### src/rtl/exec_pkg.sv
// Shared definitions for the execute stage: default widths, ALU op codes,
// the memory request layout and the immediate extender used by ALU and MUL lanes.
package exec_pkg;

   localparam int DATA_W_DEF    = 16;
   localparam int TAG_W_DEF     = 5;
   localparam int IMM_W_DEF     = 5;
   localparam int ADDR_HI_W_DEF = 9;
   localparam int LS_DATA_W_DEF = 8;
   localparam int EXT_W         = 64;

   typedef enum logic [3:0] {
      ALU_ADD  = 4'd0,
      ALU_SUB  = 4'd1,
      ALU_AND  = 4'd2,
      ALU_OR   = 4'd3,
      ALU_XOR  = 4'd4,
      ALU_SLL  = 4'd5,
      ALU_SRL  = 4'd6,
      ALU_SRA  = 4'd7,
      ALU_SLT  = 4'd8,
      ALU_SLTU = 4'd9
   } alu_op_e;

   typedef struct packed {
      logic [DATA_W_DEF+ADDR_HI_W_DEF-1:0] addr;
      logic [LS_DATA_W_DEF-1:0]            data;
      logic                                r_nw;
      logic [TAG_W_DEF-1:0]                tag;
   } ls_req_t;

   // Bits above immW are filled with the immediate's top bit when sext is set, else zero.
   function automatic logic [EXT_W-1:0] extendImm(input logic [EXT_W-1:0] imm,
                                                  input int immW,
                                                  input logic sext);
      logic [EXT_W-1:0] ext;
      logic             fill;
      fill = sext & imm[immW-1];
      for (int b = 0; b < EXT_W; b++) begin
         ext[b] = (b < immW) ? imm[b] : fill;
      end
      return ext;
   endfunction

endpackage

### src/rtl/exec_mul_pipe.sv
// Stallable multiplier pipeline: the truncated product enters stage 0 and valid/tag ride
// alongside it; all stages, bubbles included, freeze together while the output is blocked.
module exec_mul_pipe
   import exec_pkg::*;
#(
   parameter int DATA_W  = DATA_W_DEF,
   parameter int TAG_W   = TAG_W_DEF,
   parameter int MUL_LAT = 3
)(
   input  logic              clk,
   input  logic              rst_n,
   input  logic              valid_i,
   output logic              ready_o,
   input  logic [DATA_W-1:0] a_i,
   input  logic [DATA_W-1:0] b_i,
   input  logic [TAG_W-1:0]  tag_i,
   output logic              valid_o,
   input  logic              ready_i,
   output logic [DATA_W-1:0] res_o,
   output logic [TAG_W-1:0]  tag_o
);

   logic              w_advance;
   logic [DATA_W-1:0] w_prod;
   logic              r_valid [MUL_LAT];
   logic [DATA_W-1:0] r_res   [MUL_LAT];
   logic [TAG_W-1:0]  r_tag   [MUL_LAT];

   assign w_prod    = a_i * b_i;
   assign w_advance = ~r_valid[MUL_LAT-1] | ready_i;
   assign ready_o   = w_advance;

   always_ff @(posedge clk or negedge rst_n) begin
      if (!rst_n) begin
         for (int s = 0; s < MUL_LAT; s++) begin
            r_valid[s] <= 1'b0;
            r_res[s]   <= '0;
            r_tag[s]   <= '0;
         end
      end else if (w_advance) begin
         r_valid[0] <= valid_i;
         r_res[0]   <= w_prod;
         r_tag[0]   <= tag_i;
         for (int s = 1; s < MUL_LAT; s++) begin
            r_valid[s] <= r_valid[s-1];
            r_res[s]   <= r_res[s-1];
            r_tag[s]   <= r_tag[s-1];
         end
      end
   end

   assign valid_o = r_valid[MUL_LAT-1];
   assign res_o   = r_res[MUL_LAT-1];
   assign tag_o   = r_tag[MUL_LAT-1];

endmodule

### src/rtl/exec_pipe.sv
// Registered execute stage: NUM_ALU single-entry ALU lanes, a stallable multiplier lane
// and a single-entry load/store request register, each with its own valid/ready handshake.
module exec_pipe
   import exec_pkg::*;
#(
   parameter int DATA_W    = DATA_W_DEF,
   parameter int TAG_W     = TAG_W_DEF,
   parameter int IMM_W     = IMM_W_DEF,
   parameter int NUM_ALU   = 2,
   parameter int MUL_LAT   = 3,
   parameter int ADDR_HI_W = ADDR_HI_W_DEF,
   parameter int LS_DATA_W = LS_DATA_W_DEF
)(
   input  logic                        clk,
   input  logic                        rst_n,
   input  logic [NUM_ALU-1:0]          alu_valid_i,
   output logic [NUM_ALU-1:0]          alu_ready_o,
   input  logic [NUM_ALU*DATA_W-1:0]   alu_src1_i,
   input  logic [NUM_ALU*DATA_W-1:0]   alu_src2_i,
   input  logic [NUM_ALU*IMM_W-1:0]    alu_imm_i,
   input  logic [NUM_ALU-1:0]          alu_imm_sel_i,
   input  logic [NUM_ALU-1:0]          alu_imm_sext_i,
   input  logic [NUM_ALU*4-1:0]        alu_op_i,
   input  logic [NUM_ALU*TAG_W-1:0]    alu_tag_i,
   output logic [NUM_ALU-1:0]          alu_valid_o,
   input  logic [NUM_ALU-1:0]          alu_ready_i,
   output logic [NUM_ALU*DATA_W-1:0]   alu_res_o,
   output logic [NUM_ALU*TAG_W-1:0]    alu_tag_o,
   input  logic                        mul_valid_i,
   output logic                        mul_ready_o,
   input  logic [DATA_W-1:0]           mul_src1_i,
   input  logic [DATA_W-1:0]           mul_src2_i,
   input  logic [IMM_W-1:0]            mul_imm_i,
   input  logic                        mul_imm_sel_i,
   input  logic                        mul_imm_sext_i,
   input  logic [TAG_W-1:0]            mul_tag_i,
   output logic                        mul_valid_o,
   input  logic                        mul_ready_i,
   output logic [DATA_W-1:0]           mul_res_o,
   output logic [TAG_W-1:0]            mul_tag_o,
   input  logic                        ls_valid_i,
   output logic                        ls_ready_o,
   input  logic [DATA_W-1:0]           ls_src1_i,
   input  logic [DATA_W-1:0]           ls_src2_i,
   input  logic [DATA_W-1:0]           ls_src3_i,
   input  logic                        ls_write_i,
   input  logic [TAG_W-1:0]            ls_tag_i,
   output logic                        ls_valid_o,
   input  logic                        ls_ready_i,
   output logic [DATA_W+ADDR_HI_W-1:0] ls_addr_o,
   output logic [LS_DATA_W-1:0]        ls_data_o,
   output logic                        ls_r_nw_o,
   output logic [TAG_W-1:0]            ls_tag_o
);

   localparam int SHAMT_W = $clog2(DATA_W);
   localparam int ADDR_W  = DATA_W + ADDR_HI_W;

   // Same layout as exec_pkg::ls_req_t, sized by this instance's parameters.
   typedef struct packed {
      logic [ADDR_W-1:0]    addr;
      logic [LS_DATA_W-1:0] data;
      logic                 r_nw;
      logic [TAG_W-1:0]     tag;
   } lsReq_t;

   for (genvar g = 0; g < NUM_ALU; g++) begin : gAlu
      logic [DATA_W-1:0] w_a;
      logic [DATA_W-1:0] w_b;
      logic [DATA_W-1:0] w_res;
      logic              w_accept;
      logic              r_valid;
      logic [DATA_W-1:0] r_res;
      logic [TAG_W-1:0]  r_tag;

      assign w_a = alu_src1_i[g*DATA_W +: DATA_W];
      assign w_b = alu_imm_sel_i[g]
                 ? DATA_W'(extendImm(EXT_W'(alu_imm_i[g*IMM_W +: IMM_W]), IMM_W, alu_imm_sext_i[g]))
                 : alu_src2_i[g*DATA_W +: DATA_W];

      always_comb begin
         w_res = '0;
         case (alu_op_e'(alu_op_i[g*4 +: 4]))
            ALU_ADD:  w_res = w_a + w_b;
            ALU_SUB:  w_res = w_a - w_b;
            ALU_AND:  w_res = w_a & w_b;
            ALU_OR:   w_res = w_a | w_b;
            ALU_XOR:  w_res = w_a ^ w_b;
            ALU_SLL:  w_res = w_a << w_b[SHAMT_W-1:0];
            ALU_SRL:  w_res = w_a >> w_b[SHAMT_W-1:0];
            ALU_SRA:  w_res = $unsigned($signed(w_a) >>> w_b[SHAMT_W-1:0]);
            ALU_SLT:  w_res = {{(DATA_W-1){1'b0}}, $signed(w_a) < $signed(w_b)};
            ALU_SLTU: w_res = {{(DATA_W-1){1'b0}}, w_a < w_b};
            default:  w_res = '0;
         endcase
      end

      assign alu_ready_o[g] = ~r_valid | alu_ready_i[g];
      assign w_accept       = alu_valid_i[g] & alu_ready_o[g];

      always_ff @(posedge clk or negedge rst_n) begin
         if (!rst_n) begin
            r_valid <= 1'b0;
            r_res   <= '0;
            r_tag   <= '0;
         end else if (w_accept) begin
            r_valid <= 1'b1;
            r_res   <= w_res;
            r_tag   <= alu_tag_i[g*TAG_W +: TAG_W];
         end else if (alu_ready_i[g]) begin
            r_valid <= 1'b0;
         end
      end

      assign alu_valid_o[g]                 = r_valid;
      assign alu_res_o[g*DATA_W +: DATA_W]  = r_res;
      assign alu_tag_o[g*TAG_W +: TAG_W]    = r_tag;
   end

   logic [DATA_W-1:0] w_mulB;

   assign w_mulB = mul_imm_sel_i
                 ? DATA_W'(extendImm(EXT_W'(mul_imm_i), IMM_W, mul_imm_sext_i))
                 : mul_src2_i;

   exec_mul_pipe #(
      .DATA_W  (DATA_W),
      .TAG_W   (TAG_W),
      .MUL_LAT (MUL_LAT)
   ) uMulPipe (
      .clk     (clk),
      .rst_n   (rst_n),
      .valid_i (mul_valid_i),
      .ready_o (mul_ready_o),
      .a_i     (mul_src1_i),
      .b_i     (w_mulB),
      .tag_i   (mul_tag_i),
      .valid_o (mul_valid_o),
      .ready_i (mul_ready_i),
      .res_o   (mul_res_o),
      .tag_o   (mul_tag_o)
   );

   logic   w_lsAccept;
   logic   w_unusedLs;
   logic   r_lsValid;
   lsReq_t r_lsReq;

   assign w_unusedLs = ^{ls_src2_i[DATA_W-1:ADDR_HI_W], ls_src3_i[DATA_W-1:LS_DATA_W]};
   assign ls_ready_o = ~r_lsValid | ls_ready_i;
   assign w_lsAccept = ls_valid_i & ls_ready_o;

   // An idle request register reads as a load so the memory side never sees a stray write.
   always_ff @(posedge clk or negedge rst_n) begin
      if (!rst_n) begin
         r_lsValid <= 1'b0;
         r_lsReq   <= '{addr: '0, data: '0, r_nw: 1'b1, tag: '0};
      end else if (w_lsAccept) begin
         r_lsValid <= 1'b1;
         r_lsReq   <= '{addr: {ls_src2_i[ADDR_HI_W-1:0], ls_src1_i},
                        data: ls_src3_i[LS_DATA_W-1:0],
                        r_nw: ~ls_write_i,
                        tag:  ls_tag_i};
      end else if (ls_ready_i) begin
         r_lsValid <= 1'b0;
      end
   end

   assign ls_valid_o = r_lsValid;
   assign ls_addr_o  = r_lsReq.addr;
   assign ls_data_o  = r_lsReq.data;
   assign ls_r_nw_o  = r_lsReq.r_nw;
   assign ls_tag_o   = r_lsReq.tag;

endmodule

### config.mk
export PLATFORM = sky130hd
export DESIGN_NAME = exec_pipe
export DESIGN_NICKNAME = d
export VERILOG_FILES = /design/src/rtl/exec_pkg.sv /design/src/rtl/exec_mul_pipe.sv /design/src/rtl/exec_pipe.sv
export SDC_FILE = /design/constraint.sdc
export NUM_CORES = 1
export LEC_CHECK = 0
export CAP_MARGIN = 40
export CORE_ASPECT_RATIO = 1.75
export CORE_MARGIN = 5
export CORE_UTILIZATION = 40
export DETAILED_ROUTE_END_ITERATION = 8
export PLACE_DENSITY = 0.65
export SLEW_MARGIN = 10
export SYNTH_ARGS = -nofsm -noshare
export SYNTH_HDL_FRONTEND = slang
export SYNTH_HIERARCHICAL = 1
export SYNTH_SLANG_ARGS = --single-unit
### constraint.sdc
create_clock -name clk -period 3 [get_ports clk]
set_clock_uncertainty 0.2 [all_clocks]
set_input_delay 0.6 -clock clk [delete_from_list [all_inputs] [get_ports clk]]
set_output_delay 0.6 -clock clk [all_outputs]
set_load 0.01 [all_outputs]
# After elaboration in Yosys (flattened, before gate mapping)
# Cells that the tools add are included.
totals:
  ff_bits: 150
  word_cells: 90
  output_inout_bits: 110
  inputBits: 204
classes:
  n_eq_ne: 18
  reduce_logical: 5
  n_mul: 1
  mux: 11
  bitwise: 21
  add_sub_neg: 4
  n_lt_le_gt_ge: 4
  n_shift: 6
op_table:
  columns: ["op", "n"]
  rows:
  - ["$pmux 16 s10", 2]
  - ["$lt 16x16->1", 4]
  - ["$mux 16", 3]
  - ["$add 16x16->16", 2]
  - ["$and 16x16->16", 2]
  - ["$eq 4x3->1 const B", 8]
  - ["$or 16x16->16", 2]
  - ["$shl 16x4->16", 2]
  - ["$shr 16x4->16", 2]
  - ["$sshr 16x4->16", 2]
  - ["$sub 16x16->16", 2]
  - ["$xor 16x16->16", 2]
  - ["$eq 4x2->1 const B", 4]
  - ["$eq 4x4->1 const B", 4]
  - ["$mul 16x16->16", 1]
  - ["$eq 4x1->1 const B", 2]
  - ["$logic_not 4->1", 2]
  - ["$and 1x1->1", 6]
  - ["$mux 1", 6]
  - ["$reduce_bool 2->1", 3]
  - ["$not 1->1", 5]
  - ["$or 1x1->1", 4]

# Longest topological paths before layout
logic_depth:
  depth_word: 4
  depth_mapped: 26
  depth_no_buf: 23

# By module
# The synthesis kept the hierarchy.
modules_own_cells:
  columns: ["module", "cells_each", "instances", "seq_area_each_um2", "area_per_inst_um2"]
  rows:
  - ["exec_pipe", 1396, 1, 2103.3, 11205.7]
  - ["exec_mul_pipe", 762, 1, 1651.6, 6523.8]

# Worst setup path before layout
# Ideal clock, no wire load.
synth_path:
  path_type: "input to register"
  start: "input port mul_imm_sel_i"
  end: "register uMulPipe/r_res[46] (netlist bit)"
  required_time_ns: 2.666
  setup_slack_ns: -3.379
  t_arrival_ns: 6.045
  path_buffers: 3
  setup_ns: 0.134
  stages: 24
  cell_sequence: "clkbuf_1 clkbuf_1 o21ai_0 clkbuf_1 and2_1 fa_1 inv_1 fa_1 inv_1 fa_1 inv_1 fa_1 inv_1 fa_1 inv_1 fa_1 inv_1 ha_1 a21o_1 a21oi_1 o31ai_1 a21oi_1 xor2_1 o21ai_0"
synth_between:
  elab_chain_len: 2
synth_rtl:
  columns: ["item", "line_no", "source"]
  rows:
  - ["start: declaration", "exec_pipe.sv:34", "input logic mul_imm_sel_i,"]
  - ["$mux 16", "exec_pipe.sv:123", "? DATA_W'(extendImm(EXT_W'(mul_imm_i), IMM_W, mul_imm_sext_i))"]
  - ["named net w_mulB[6]", "exec_pipe.sv:120", "logic [DATA_W-1:0] w_mulB;"]
  - ["$mul 16x16->16", "exec_mul_pipe.sv:29", "assign w_prod = a_i * b_i;"]
  - ["end signal: indexed assignment", "exec_mul_pipe.sv:46", "r_res[s] <= r_res[s-1];"]
  - ["end: declaration", "exec_mul_pipe.sv:26", "logic [DATA_W-1:0] r_res [MUL_LAT];"]
# The timed path passes the listed nets, and every way through them passes these cells.
# A chain may end at the register's enable or synchronous reset.

# Final worst setup path
# Ends and elaborated chain as after synthesis.

==> parameters.txt <==
Parameter                              Value

Run status
  Outcome ... complete, but fails checks
  Failing checks ... setup timing

CTS
  Maximum level of the CTS H-tree ... 4
  Largest buffer count on any clock path ... 2
  Total clock buffers created by CTS ... 17
  Clock sink count ... 150
  Clock transition at path regs ... about 70 ps
  Insertion delay to the later sink of the worst-skew pair ... around 440 ps
  TritonCTS clock tree ... built
  Cell at the root of the clock tree ... sky130_fd_sc_hd__clkbuf_16

Power and ir drop
  Pwr dens ... slightly below 600 nW/µm²
  Leakage power figure ... approximately 13 nW
  Maximum resistive drop on vdd ... between 700 and 800 µV

Worst setup path
  Longest individual stage delay on the worst path ... between 500 and 600 ps
  Endpoint arrival time on the critical path ... approximately 5700 ps
  Critical Path Source Type ... input pin
  Bufs and invs on worst path ... 7
  Worst path most repeated cell ... sky130_fd_sc_hd__fa_1
  Top cell family by delay on the critical path ... adder cells
  Startpoint of the most critical setup path ... mul_imm_sel_i
  Cell breakdown of the critical path ... buf_12, mux2_4, buf_6, buf_4, and2_1, fa_1, inv_1, fa_1, fa_2, fa_1, inv_1, fa_1, inv_1, fa_1, inv_2, ha_4, a21o_1, a21oi_2, o31ai_2, a21oi_2, xor2_1, o21ai_1
  Highest net fanout along the worst path ... 5
  Highest-delay cell along the critical path ... sky130_fd_sc_hd__fa_1
  Crit path kind ... input pin to flop
  Origin of the critical flop-to-flop path ... gAlu[1].r_valid
  Kind of end point of the critical path ... flop
  Critical path data required time ... about 3100 ps

Logic synthesis
  Flops & latches, synth ... 150
  Async SR Flop Fraction ... 100%
  Cells after synthesis ... roughly 2200
  Average cell area after synthesis ... just over 8 µm²
  Predominant post-synthesis flop cell ... sky130_fd_sc_hd__dfrtp_1
  Post-Syn Area ... 17700 µm²
  Number of warnings issued by yosys ... 6
  Net count of the mapped netlist ... 2594
  Post-synth EDFFs ... 0
  Share of synthesized area occupied by flip-flops and latches ... approximately a fifth
  Count of different cell masters after synthesis ... between 80 and 90

Timing
  Slew Viols, Final ... 0
  Number of hold violations in the final report ... 0
  Minimum clock period after layout ... 5610 ps
  Fin Hold WS ... between 200 and 300 ps
  Worst setup slack after layout ... -2610 ps
  Number of endpoints failing setup at the final stage ... 28
  Worst slew margin relative to its limit ... a little over two fifths
  Upper clock frequency limit ... around 180 MHz
  RSZ-0062 raised after global routing ... yes
  Fraction of the cycle the final worst path needs ... 187%
  Worst Max-Slew Pin Slew ... approximately 840 ps

Die
  Die height ... around 290 µm
  Number of standard-cell rows in the floorplan ... between 100 and 150
  Ports ... 314
  Die X-Extent ... ~170 µm
  Initial cell density of the core ... 40.3%
  Die footprint ... about 49000 µm²
  Core Area ... between 40000 and 50000 µm²

Global routing
  Gr ovfl total ... 0
  All-layer global routing usage ... between 30% and 40%
  Pin count of the biggest net entering global routing ... about 70
  Via count of the first global-routing pass ... 20400
  First-pass GRT wire length ... 114000 µm
  Initial antenna violation count ... 1

Route
  Remaining routing DRC violations ... 0
  Routed Antenna Nets ... 0
  Total length of routed wires ... about 76000 µm
  Vias post-DR ... roughly 20000
  Post-DR vias/cell ... between 5 and 6
  Routed length per placed instance ... 21.6 µm
  Iteration count of the initial detailed-routing pass ... 5
  Number of DRC markers after the initial detailed-route iteration ... 1252

Cells and area
  Filler Cells Inserted ... between 3000 and 4000
  Total number of nets in the final design ... around 3400
  Area Overhead vs Synth ... 57.2%
  Post-route core utilization ... between 60% and 70%
  Final instance area ... approximately 28000 µm²
  Fraction of layout instances using a drive strength above 1 ... a little over a third

Job
  Maxcap violations ... 0

Placed design
  Placer Congestion ... a little over 1
  Placement Cell Area ... roughly 25000 µm²
  Post-DP HPWL ... around 61000 µm
  Number of buffer cells added on primary ports ... a little under 300

Hold path
  Worst Min Path Start ... uMulPipe/tag_o[1]
  HP Class ... flop to flop
==> final timing paths <==
| check | cells after the start | end | slack, ps |
|---|---|---|---|
| max in group asynchronous | 3 | ls_r_nw_o | 1360 |
| setup / recovery | 22 | uMulPipe/r_res[46] | -2610 |
| setup reg to reg | 8 | gAlu[1].r_res[12] | 670 |
| hold reg to reg | 2 | uMulPipe/tag_o[1] | 270 |
| min in group asynchronous | 2 | ls_addr_o[0] | 440 |
| hold / removal | 2 | uMulPipe/tag_o[1] | 270 |
==> sequential cells by signal (all words and copies together) (netlist names) <==
| register | cells |
|---|---|
| ls_addr_o | 25 |
| ls_tag_o | 5 |
| uMulPipe/tag_o | 5 |
| uMulPipe/r_tag | 10 |
| ls_data_o | 8 |
| uMulPipe/r_res | 32 |
| ls_valid_o | 1 |
| ls_r_nw_o | 1 |
| uMulPipe/valid_o | 1 |
| gAlu.r_valid | 2 |
| uMulPipe/res_o | 16 |
| uMulPipe/r_valid | 2 |
| gAlu.r_tag | 10 |
| gAlu.r_res | 32 |
==> synthesized netlist by cell type, types with 12 or more instances <==
cell / n / area, µm²
sky130_fd_sc_hd__a21oi_1: 103 / 515
sky130_fd_sc_hd__o211ai_1: 25 / 188
sky130_fd_sc_hd__nor3_1: 35 / 175
sky130_fd_sc_hd__ha_1: 148 / 1850
sky130_fd_sc_hd__buf_2: 15 / 75.1
sky130_fd_sc_hd__nand2b_1: 17 / 106
sky130_fd_sc_hd__buf_1: 12 / 45.0
sky130_fd_sc_hd__nor2_1: 172 / 646
sky130_fd_sc_hd__xnor2_1: 45 / 394
sky130_fd_sc_hd__o21bai_1: 14 / 105
sky130_fd_sc_hd__a31oi_1: 24 / 150
sky130_fd_sc_hd__o21ai_0: 98 / 490
sky130_fd_sc_hd__xor2_1: 15 / 131
sky130_fd_sc_hd__nand3_1: 26 / 130
sky130_fd_sc_hd__buf_4: 30 / 225
sky130_fd_sc_hd__or3_1: 12 / 75.1
sky130_fd_sc_hd__a211oi_1: 31 / 233
sky130_fd_sc_hd__mux2i_1: 42 / 420
sky130_fd_sc_hd__dfrtp_1: 149 / 3730
sky130_fd_sc_hd__and2_1: 62 / 388
sky130_fd_sc_hd__inv_1: 216 / 811
sky130_fd_sc_hd__fa_1: 84 / 1680
sky130_fd_sc_hd__nand2_1: 351 / 1320
sky130_fd_sc_hd__a21o_1: 25 / 188
sky130_fd_sc_hd__mux2_2: 58 / 653
sky130_fd_sc_hd__mux4_2: 33 / 743
sky130_fd_sc_hd__a22oi_1: 27 / 203
sky130_fd_sc_hd__a221oi_1: 21 / 184
sky130_fd_sc_hd__clkbuf_1: 89 / 334
==> cells by family after synthesis <==
group | synth area share [%]
AO/OA/AOI/OAI | 17.3
buffers and inverters | 8.98
multiplexers | 11.2
XOR/XNOR | 3.09
AND/OR/NAND/NOR | 18.2
flip-flops | 21.2
adder cells (fa/ha/maj) | 19.9
==> final cells by class <==
class	count	area, µm²	area share [%]
Antenna cell	2	5.00	0.0180
Timing Repair Buffer	905	7810	28.0
Sequential cell	150	3750	13.5
Inverter	223	850	3.05
Tap cell	572	716	2.57
Multi-Input combinational cell	1633	14100	50.8
Clock inverter	15	160	0.575
Clock buffer	17	425	1.53
==> what timing repair did <==
action,4_1_cts,5_1_grt
endpoints found under the hold margin,37,0
cloned,1,0
endpoints found under the setup margin,46,40
gates resized for setup,303,137
pin swaps,143,120
buffers inserted,56,30
hold buffers,1,0
==> routing by layer <==
layer	track usage [%]	up-vias	wire, µm
met3	3.46	280	3910
met4	21.4	0	6380
li1	-	8906	-
met2	57.1	850	40500
met5	0	-	0
met1	30.1	9402	25300
==> worst reg2reg max path, delay by kind of cell, from the launching register on <==
family / cells / cell delay [ps]
simple gates: 3 / 570
flops: 1 / 380
buf+inv: 2 / 440
compound gates: 3 / 620
==> power breakdown <==
group	switching [mW]	leakage (nW)	internal [mW]
registers	0.295	1.84	2.60
clock network	0.996	0.285	1.18
logic	5.50	10.8	5.67
==> per-stage QoR <==
step / TNS, ps / setup WS [ps] / total power, mW / cells
after floorplan: -30860 / -2870 / 8.71 / 2158
final: -25660 / -2610 / 16.2 / 3517
after global placement: -69180 / -3600 / 12.1 / 3405
after global routing: -28580 / -2840 / 17.4 / 3515
after CTS: -25870 / -2580 / 15.4 / 3491
after detailed placement: -70690 / -3710 / 12.3 / 3405
==> layout by cell type, fill, tap and decap left out, types with 52 or more instances in the layout <==
cell type / synthesis / layout
sky130_fd_sc_hd__nand2_1: 351 / 342
sky130_fd_sc_hd__fa_1: 84 / 75
sky130_fd_sc_hd__buf_4: 30 / 546
sky130_fd_sc_hd__mux2_2: 58 / 52
sky130_fd_sc_hd__nor2_1: 172 / 150
sky130_fd_sc_hd__a21oi_1: 103 / 84
sky130_fd_sc_hd__ha_1: 148 / 87
sky130_fd_sc_hd__dfrtp_1: 149 / 149
sky130_fd_sc_hd__inv_1: 216 / 179
sky130_fd_sc_hd__o21ai_0: 98 / 67
sky130_fd_sc_hd__clkdlybuf4s50_1: 0 / 246
Note: power is estimated with default switching activity, not from simulation.
